===== src/rtl/vga_pkg.sv =====
// Shared VGA timing constants, FSM state encoding and counter helpers used by
// both the sync generator and the vga_rx timing receiver.
package vga_pkg;

  localparam int H_TPULSE = 192;
  localparam int H_TBP    = 32;
  localparam int H_TDISP  = 1280;
  localparam int H_TFP    = 97;
  localparam int H_TSYNC  = H_TPULSE + H_TBP + H_TDISP + H_TFP;

  localparam int V_TPULSE = 2;
  localparam int V_TBP    = 10;
  localparam int V_TDISP  = 480;
  localparam int V_TFP    = 30;
  localparam int V_TSYNC  = V_TPULSE + V_TBP + V_TDISP + V_TFP;

  localparam int H_W     = 11;
  localparam int V_W     = 10;
  localparam int RGB_W   = 3;
  localparam int MATCH_W = 3;

  localparam logic [H_W-1:0] H_MAX = 11'h7FF;
  localparam logic [V_W-1:0] V_MAX = 10'h3FF;

  typedef enum logic [1:0] {
    ST_SEARCH  = 2'd0,
    ST_MEASURE = 2'd1,
    ST_CHECK   = 2'd2,
    ST_LOCKED  = 2'd3
  } state_t;

  function automatic logic [H_W-1:0] sat_inc_h(input logic [H_W-1:0] val);
    return (val == H_MAX) ? val : val + 11'd1;
  endfunction

  function automatic logic [V_W-1:0] sat_inc_v(input logic [V_W-1:0] val);
    return (val == V_MAX) ? val : val + 10'd1;
  endfunction

endpackage


===== src/rtl/vga_rx_if.sv =====
// VGA pin bundle: active-low syncs plus one bit per colour channel.
interface vga_rx_if;
  logic hs;
  logic vs;
  logic r;
  logic g;
  logic b;

  modport master (output hs, output vs, output r, output g, output b);
  modport slave  (input hs, input vs, input r, input g, input b);
endinterface


===== src/rtl/vga_edge_sync.sv =====
// Input register for a sync pin plus a delayed copy used for rise/fall detect.
module vga_edge_sync (
  input  logic clk,
  input  logic rst,
  input  logic din,
  output logic rise,
  output logic fall
);

  logic cur_r;
  logic prev_r;

  // Syncs idle high, so reset to high to avoid a phantom edge after reset.
  always_ff @(posedge clk) begin
    if (rst) begin
      cur_r  <= 1'b1;
      prev_r <= 1'b1;
    end else begin
      cur_r  <= din;
      prev_r <= cur_r;
    end
  end

  assign fall = prev_r & ~cur_r;
  assign rise = ~prev_r & cur_r;

endmodule


===== src/rtl/vga_rx.sv =====
// VGA timing receiver: measures line/frame timing from HS/VS, locks after a
// run of identical frames and re-emits active pixel coordinates and colour.
module vga_rx
  import vga_pkg::*;
#(
  parameter int unsigned H_ACT_START = H_TPULSE + H_TBP,
  parameter int unsigned H_ACT_END   = H_TPULSE + H_TBP + H_TDISP,
  parameter int unsigned V_ACT_START = V_TPULSE + V_TBP,
  parameter int unsigned V_ACT_END   = V_TPULSE + V_TBP + V_TDISP,
  parameter int unsigned LOCK_FRAMES = 2
) (
  input  logic             clk,
  input  logic             rst,
  vga_rx_if.slave          vga,
  output logic [H_W-1:0]   h_period,
  output logic [H_W-1:0]   h_pulse,
  output logic [V_W-1:0]   v_period,
  output logic [V_W-1:0]   v_pulse,
  output logic             locked,
  output logic             err,
  output logic             pix_valid,
  output logic [H_W-1:0]   pix_x,
  output logic [V_W-1:0]   pix_y,
  output logic [RGB_W-1:0] pix_rgb
);

  localparam logic [H_W-1:0]     H_A    = H_W'(H_ACT_START);
  localparam logic [H_W-1:0]     H_E    = H_W'(H_ACT_END);
  localparam logic [V_W-1:0]     V_A    = V_W'(V_ACT_START);
  localparam logic [V_W-1:0]     V_E    = V_W'(V_ACT_END);
  localparam logic [MATCH_W-1:0] LOCK_M = MATCH_W'(LOCK_FRAMES);

  logic hs_rise_s;
  logic hs_fall_s;
  logic vs_rise_s;
  logic vs_fall_s;

  logic [RGB_W-1:0] rgb_r;
  logic [RGB_W-1:0] rgb_d_r;

  logic [H_W-1:0] h_cnt_r;
  logic [V_W-1:0] v_cnt_r;
  logic [H_W-1:0] h_next_s;
  logic [V_W-1:0] v_meas_s;

  state_t             state_r;
  state_t             state_nx_s;
  logic [H_W-1:0]     ref_h_r;
  logic [H_W-1:0]     ref_h_nx_s;
  logic [V_W-1:0]     ref_v_r;
  logic [V_W-1:0]     ref_v_nx_s;
  logic [MATCH_W-1:0] match_r;
  logic [MATCH_W-1:0] match_nx_s;
  logic               fail_s;
  logic               h_bad_s;
  logic               v_bad_s;
  logic               sat_s;
  logic               lock_nx_s;
  logic               active_s;

  vga_edge_sync u_hs (
    .clk  (clk),
    .rst  (rst),
    .din  (vga.hs),
    .rise (hs_rise_s),
    .fall (hs_fall_s)
  );

  vga_edge_sync u_vs (
    .clk  (clk),
    .rst  (rst),
    .din  (vga.vs),
    .rise (vs_rise_s),
    .fall (vs_fall_s)
  );

  // Colour needs two stages so that rgb_d_r lines up with h_cnt_r.
  always_ff @(posedge clk) begin
    if (rst) begin
      rgb_r   <= 3'b000;
      rgb_d_r <= 3'b000;
    end else begin
      rgb_r   <= {vga.r, vga.g, vga.b};
      rgb_d_r <= rgb_r;
    end
  end

  assign h_next_s = sat_inc_h(h_cnt_r);
  assign v_meas_s = hs_fall_s ? sat_inc_v(v_cnt_r) : v_cnt_r;

  // Horizontal and vertical position counters; vs_fall takes priority for v.
  always_ff @(posedge clk) begin
    if (rst) begin
      h_cnt_r <= 11'd0;
      v_cnt_r <= 10'd0;
    end else begin
      h_cnt_r <= hs_fall_s ? 11'd0 : h_next_s;
      if (vs_fall_s) begin
        v_cnt_r <= 10'd0;
      end else if (hs_fall_s) begin
        v_cnt_r <= sat_inc_v(v_cnt_r);
      end else begin
        v_cnt_r <= v_cnt_r;
      end
    end
  end

  // Period and pulse-width capture on the corresponding sync edges.
  always_ff @(posedge clk) begin
    if (rst) begin
      h_period <= 11'd0;
      h_pulse  <= 11'd0;
      v_period <= 10'd0;
      v_pulse  <= 10'd0;
    end else begin
      if (hs_fall_s) h_period <= h_next_s;
      if (hs_rise_s) h_pulse  <= h_next_s;
      if (vs_fall_s) v_period <= v_meas_s;
      if (vs_rise_s) v_pulse  <= v_cnt_r;
    end
  end

  assign h_bad_s = hs_fall_s && (h_next_s != ref_h_r);
  assign v_bad_s = vs_fall_s && (v_meas_s != ref_v_r);
  assign sat_s   = (h_cnt_r == H_MAX) || (v_cnt_r == V_MAX);

  // Lock FSM next-state: measure one frame, then require LOCK_FRAMES matches.
  always_comb begin
    state_nx_s = state_r;
    ref_h_nx_s = ref_h_r;
    ref_v_nx_s = ref_v_r;
    match_nx_s = match_r;
    fail_s     = 1'b0;
    case (state_r)
      ST_SEARCH: begin
        if (vs_fall_s) begin
          state_nx_s = ST_MEASURE;
        end else begin
          state_nx_s = ST_SEARCH;
        end
      end
      ST_MEASURE: begin
        if (hs_fall_s) begin
          ref_h_nx_s = h_next_s;
        end else begin
          ref_h_nx_s = ref_h_r;
        end
        if (vs_fall_s) begin
          ref_v_nx_s = v_meas_s;
          match_nx_s = 3'd0;
          state_nx_s = ST_CHECK;
        end else begin
          state_nx_s = ST_MEASURE;
        end
      end
      ST_CHECK: begin
        if (h_bad_s || v_bad_s) begin
          // Re-measure from this line; the new period becomes the reference.
          state_nx_s = ST_MEASURE;
          if (hs_fall_s) begin
            ref_h_nx_s = h_next_s;
          end else begin
            ref_h_nx_s = ref_h_r;
          end
        end else if (vs_fall_s) begin
          match_nx_s = match_r + 3'd1;
          if ((match_r + 3'd1) >= LOCK_M) begin
            state_nx_s = ST_LOCKED;
          end else begin
            state_nx_s = ST_CHECK;
          end
        end else begin
          state_nx_s = ST_CHECK;
        end
      end
      ST_LOCKED: begin
        if (h_bad_s || v_bad_s || sat_s) begin
          fail_s     = 1'b1;
          state_nx_s = ST_SEARCH;
        end else begin
          state_nx_s = ST_LOCKED;
        end
      end
      default: begin
        state_nx_s = ST_SEARCH;
      end
    endcase
  end

  assign lock_nx_s = (state_nx_s == ST_LOCKED);

  // Lock FSM state, references and the registered lock/error flags.
  always_ff @(posedge clk) begin
    if (rst) begin
      state_r <= ST_SEARCH;
      ref_h_r <= 11'd0;
      ref_v_r <= 10'd0;
      match_r <= 3'd0;
      locked  <= 1'b0;
      err     <= 1'b0;
    end else begin
      state_r <= state_nx_s;
      ref_h_r <= ref_h_nx_s;
      ref_v_r <= ref_v_nx_s;
      match_r <= match_nx_s;
      locked  <= lock_nx_s;
      err     <= fail_s;
    end
  end

  assign active_s = (h_cnt_r >= H_A) && (h_cnt_r < H_E) &&
                    (v_cnt_r >= V_A) && (v_cnt_r < V_E);

  // Pixel output; gated on the next lock state so it drops together with locked.
  always_ff @(posedge clk) begin
    if (rst) begin
      pix_valid <= 1'b0;
      pix_x     <= 11'd0;
      pix_y     <= 10'd0;
      pix_rgb   <= 3'b000;
    end else begin
      pix_valid <= lock_nx_s && active_s;
      if (lock_nx_s && active_s) begin
        pix_x   <= h_cnt_r - H_A;
        pix_y   <= v_cnt_r - V_A;
        pix_rgb <= rgb_d_r;
      end
    end
  end

endmodule


===== src/flat_wrapper.sv =====
// flat-port wrapper written by rule: the top's interface ports become plain ports
module vga_rx_flat import vga_pkg::*;
#(
  parameter int unsigned H_ACT_START = H_TPULSE + H_TBP,
  parameter int unsigned H_ACT_END   = H_TPULSE + H_TBP + H_TDISP,
  parameter int unsigned V_ACT_START = V_TPULSE + V_TBP,
  parameter int unsigned V_ACT_END   = V_TPULSE + V_TBP + V_TDISP,
  parameter int unsigned LOCK_FRAMES = 2
)
  (clk, rst, h_period, h_pulse, v_period, v_pulse, locked, err, pix_valid, pix_x, pix_y, pix_rgb, vga_hs, vga_vs, vga_r, vga_g, vga_b);
  vga_rx_if vga_i ();
  input  logic clk;
  input  logic rst;
  output logic [H_W-1:0] h_period;
  output logic [H_W-1:0] h_pulse;
  output logic [V_W-1:0] v_period;
  output logic [V_W-1:0] v_pulse;
  output logic locked;
  output logic err;
  output logic pix_valid;
  output logic [H_W-1:0] pix_x;
  output logic [V_W-1:0] pix_y;
  output logic [RGB_W-1:0] pix_rgb;
  input wire logic [$bits(vga_i.hs)-1:0] vga_hs;
  input wire logic [$bits(vga_i.vs)-1:0] vga_vs;
  input wire logic [$bits(vga_i.r)-1:0] vga_r;
  input wire logic [$bits(vga_i.g)-1:0] vga_g;
  input wire logic [$bits(vga_i.b)-1:0] vga_b;
  assign vga_i.hs = vga_hs;
  assign vga_i.vs = vga_vs;
  assign vga_i.r = vga_r;
  assign vga_i.g = vga_g;
  assign vga_i.b = vga_b;
  vga_rx #(.H_ACT_START(H_ACT_START), .H_ACT_END(H_ACT_END), .V_ACT_START(V_ACT_START), .V_ACT_END(V_ACT_END), .LOCK_FRAMES(LOCK_FRAMES)) u_core (.clk(clk), .rst(rst), .vga(vga_i), .h_period(h_period), .h_pulse(h_pulse), .v_period(v_period), .v_pulse(v_pulse), .locked(locked), .err(err), .pix_valid(pix_valid), .pix_x(pix_x), .pix_y(pix_y), .pix_rgb(pix_rgb));
endmodule

===== config.mk =====
export PLATFORM = sky130hd
export DESIGN_NAME = vga_rx_flat
export DESIGN_NICKNAME = d
export VERILOG_FILES = /design/src/rtl/vga_pkg.sv /design/src/rtl/vga_rx_if.sv /design/src/rtl/vga_edge_sync.sv /design/src/rtl/vga_rx.sv /design/src/flat_wrapper.sv
export SDC_FILE = /design/constraint.sdc
export NUM_CORES = 1
export LEC_CHECK = 0
export BUFFER_PORTS_ARGS = -buffer_cell sky130_fd_sc_hd__buf_2
export CAP_MARGIN = 5
export CORE_UTILIZATION = 50
export CTS_CLUSTER_DIAMETER = 80
export CTS_CLUSTER_SIZE = 10
export DETAILED_ROUTE_END_ITERATION = 12
export PLACE_DENSITY = 0.72
export SLEW_MARGIN = 5
export SYNTH_ARGS = -nofsm -noshare
export SYNTH_HDL_FRONTEND = slang
export SYNTH_SLANG_ARGS = --single-unit

===== constraint.sdc =====
create_clock -name clk -period 4.25 [get_ports clk]
set_input_delay 0.425 -clock clk [delete_from_list [all_inputs] [get_ports clk]]
set_output_delay 0.425 -clock clk [all_outputs]
set_load 0.01 [all_outputs]

==> results.yml <==
placed_design:
  place_area_um2: 6500
  place_inst: 898
  dp_hpwl_um: 12000
  routabilityCongestion: 0.895
  numPortBuffers: 75
critical_path:
  critical_path_required_ns: 4.54
  endpoint: "u_core.pix_rgb[0]"
  crit_path_start_kind: "flop"
  critPathArrivalTime_ns: 4.27
  crit_start: "u_core.h_cnt_r[0]"
  end_kind: "flop"
  worstSetupPathType: "reg -> reg"
  rr_endpoint: "u_core.pix_rgb[0]"
  worstRegToRegCells: 11
  r2r-start: "u_core.h_cnt_r[0]"
  critPathMaxFanout: 14
  r2r_slack_ns: 0.27
clock_network:
  clk_pin_slew_ns: 0.06
  cts-root-buf: "clkbuf_16"
  cts_sinks: 126
  cts_buffer_depth: 2
  htreeDepth: 4
  postCtsSetupRepairBufs: 0
  cts_tree: "done"
  clk-insertion-delay-late_ns: 0.42
  cts_buffers: 17
power_and_ir_drop:
  p_int_mw: 2.22
  power_mw: 2.94
  pwr-share-comb_pct: 8.3
  power.switching_mw: 0.723
  p_leak_nw: 2.77
  power_switching_share_pct: 24.6
  peakVddDrop_v: 0.000252
  p_clk_share_pct: 49.5
  p_seq_share_pct: 42.2
  power_density_nw_per_um2: 415
grt:
  grt_max_degree: 48
  grt-ovfl-total: 0
  grtUsageTotal_pct: 28.9
  grt_pass1_vias: 5435
  grt_antenna_before_repair: 0
  grt_pass1_wl_um: 28200
detailed_routing:
  wire_per_inst_um: 18.6
  via_per_inst: 5.99
  drt_first_pass_iters: 9
  drt_iter0_drc: 530
  ant_nets: 0
  post-route-drc-count: 6
  vias: 5561
  wl_um: 17300
timing:
  fmax_ghz: 0.251
  rsz0062_at_grt: "no"
  slew_violations: 0
  setup_viol: 0
  setup_tns_ns: 0
  fin_crit_ns: 3.98
  tightest_slew_ns: 1.20
  fin_crit_sh_pct: 93.6
  slew_headroom_pct: 19.8
  skew_ns: 0.00766
  hold_violations: 0
synthesis:
  ys_seq_elements: 126
  synth.top_cell.area_share_pct: 42.0
  synth_most_common_cell: "dfxtp_1"
  yosys.area.top_type: "dfxtp_1"
  synth.distinct_cells: 73
  synth_common_cells: "dfxtp_1, nor2_1, nand2_1"
  yosysSeqAreaShare_pct: 42.0
  synthArstFlopShare_pct: 0
  synthCells: 713
  syn_area_per_cell_um2: 8.43
  synth_top_flop_cell: "dfxtp_1"
  ys_warn_count: 0
  synth_edf_count: 0
  synth.net_count: 728
  synth_area_leaders: "dfxtp_1, nor2_1, a21oi_1"
  syn-cell-area_um2: 6010
layout:
  n_fill_cell: 1010
  final_net_count: 789
  drive_gt1_share_pct: 20.0
  final_util_pct: 61.4
  stdcell_count: 929
  diodes: 0
  syn2layout_area_growth_pct: 18.0
  finalInstanceArea_um2: 7100
floorplan:
  ioPinCount: 76
  dieHeight_um: 112
  fp.coreArea_um2: 11600
  die_x_um: 112
  num_rows: 39
  die_area_um2: 12500
  start_util_pct: 52.0
min_path:
  hold_class: "in -> reg"
status:
  status: "finished with violations"
  violations: "DRC"
flow_run:
  cap_violations: 0
[per-layer routing]
| metal | global-route usage, % | up-vias | routed length (µm) |
|---|---|---|---|
| met5 | 0 | - | 0 |
| met4 | 12.6 | 0 | 480 |
| met3 | 6.53 | 41 | 881 |
| met2 | 47.8 | 177 | 8370 |
| met1 | 36.1 | 2675 | 7590 |
| li1 | - | 2668 | - |
[worst min path at each step]
stage	start	end	slack, ns	cells past startpoint
floorplan	u_core.rgb_r[0]	u_core.rgb_d_r[0]	0.41	1
global placement	u_core.rgb_r[2]	u_core.rgb_d_r[2]	0.42	1
detailed placement	u_core.rgb_r[0]	u_core.rgb_d_r[0]	0.43	1
CTS	vga_hs	u_core.u_hs.cur_r	0.18	2
global route	vga_hs	u_core.u_hs.cur_r	0.18	2
finish	vga_hs	u_core.u_hs.cur_r	0.19	2
[cells by family after synthesis]
| group | Yosys count | synth area share (%) |
|---|---|---|
| and+or+nand+nor | 273 | 23.0 |
| AOI/OAI and AO/OA | 182 | 20.1 |
| DFF | 126 | 42.0 |
| buffers and inverters | 77 | 5.39 |
| xor gates and xnor gates | 29 | 4.72 |
| muxes | 18 | 3.14 |
| adders and majority gates | 8 | 1.66 |
[flip-flops by register name (all words and copies together), names as in the netlist, 2 cells and up]
signal           flops
u_core.v_period     10
u_core.h_cnt_r      11
u_core.ref_v_r      10
u_core.h_pulse      11
u_core.match_r       3
u_core.pix_rgb       3
u_core.h_period     11
u_core.rgb_r         3
u_core.v_pulse      10
u_core.ref_h_r      11
u_core.rgb_d_r       3
u_core.state_r       2
u_core.v_cnt_r      10
u_core.pix_x        11
u_core.pix_y        10
[area by class of cell]
class                   instances  area, µm²  share of cell area, %
clock inverters                11        143                   2.01
repair buffers                 99        556                   7.83
multi-input cells             510       3170                   44.7
clock buffers                  20        447                   6.30
flip-flops and latches        126       2520                   35.5
inverters                      20       75.1                   1.06
well taps                     143        179                   2.52
[layout by cell type, fill, tap and decap left out, drive strengths merged, types with 4 or more instances in the layout]
master	instances
nand2	64
nor4	4
nand2b	9
a211oi	34
and3	8
nor2	88
nor3b	4
clkbuf	20
nand4b	4
o21ai	22
nor3	11
o31ai	14
mux2	4
a31oi	15
nand3	21
mux2i	14
clkinv	6
or2	7
xor2	7
a311oi	4
nand4	20
nor2b	18
a21oi	60
buf	99
ha	8
xnor2	20
dfxtp	126
inv	20
[per-stage QoR]
step | hold slack, ns | setup slack (ns)
floorplan | 0.414 | 0.757
global placement | 0.420 | 0.450
detailed placement | 0.427 | 0.269
CTS | 0.178 | 0.183
global route | 0.182 | 0.0283
finish | 0.186 | 0.271
[power by group through the flow]
stage                     logic [mW]  registers [mW]  clock network (mW)
after floorplan                0.181            1.25                   0
after global placement         0.235            1.26                   0
after detailed placement       0.240            1.27                   0
after CTS                      0.242            1.24                1.47
after global routing           0.266            1.25                1.53
final                          0.245            1.24                1.46
[worst max-delay path, cell delays in order (launching register included)]
cell and delay (ns):
dfxtp_1 0.50, ha_2 0.36, nand3_4 0.16, or4_1 0.65, mux2i_1 0.24, a2111oi_0 0.45, nand4_1 0.19, o21ai_1 0.39
a21oi_1 0.23, buf_4 0.24, o31ai_1 0.30, a21oi_1 0.12
[what timing repair did]
item / 4_1_cts / 5_1_grt
gates resized for setup: 0 / 2
endpoints found under the setup margin: 0 / 6
hold buffers: 0 / 0
No activity file was read; power rests on OpenSTA's default activity.
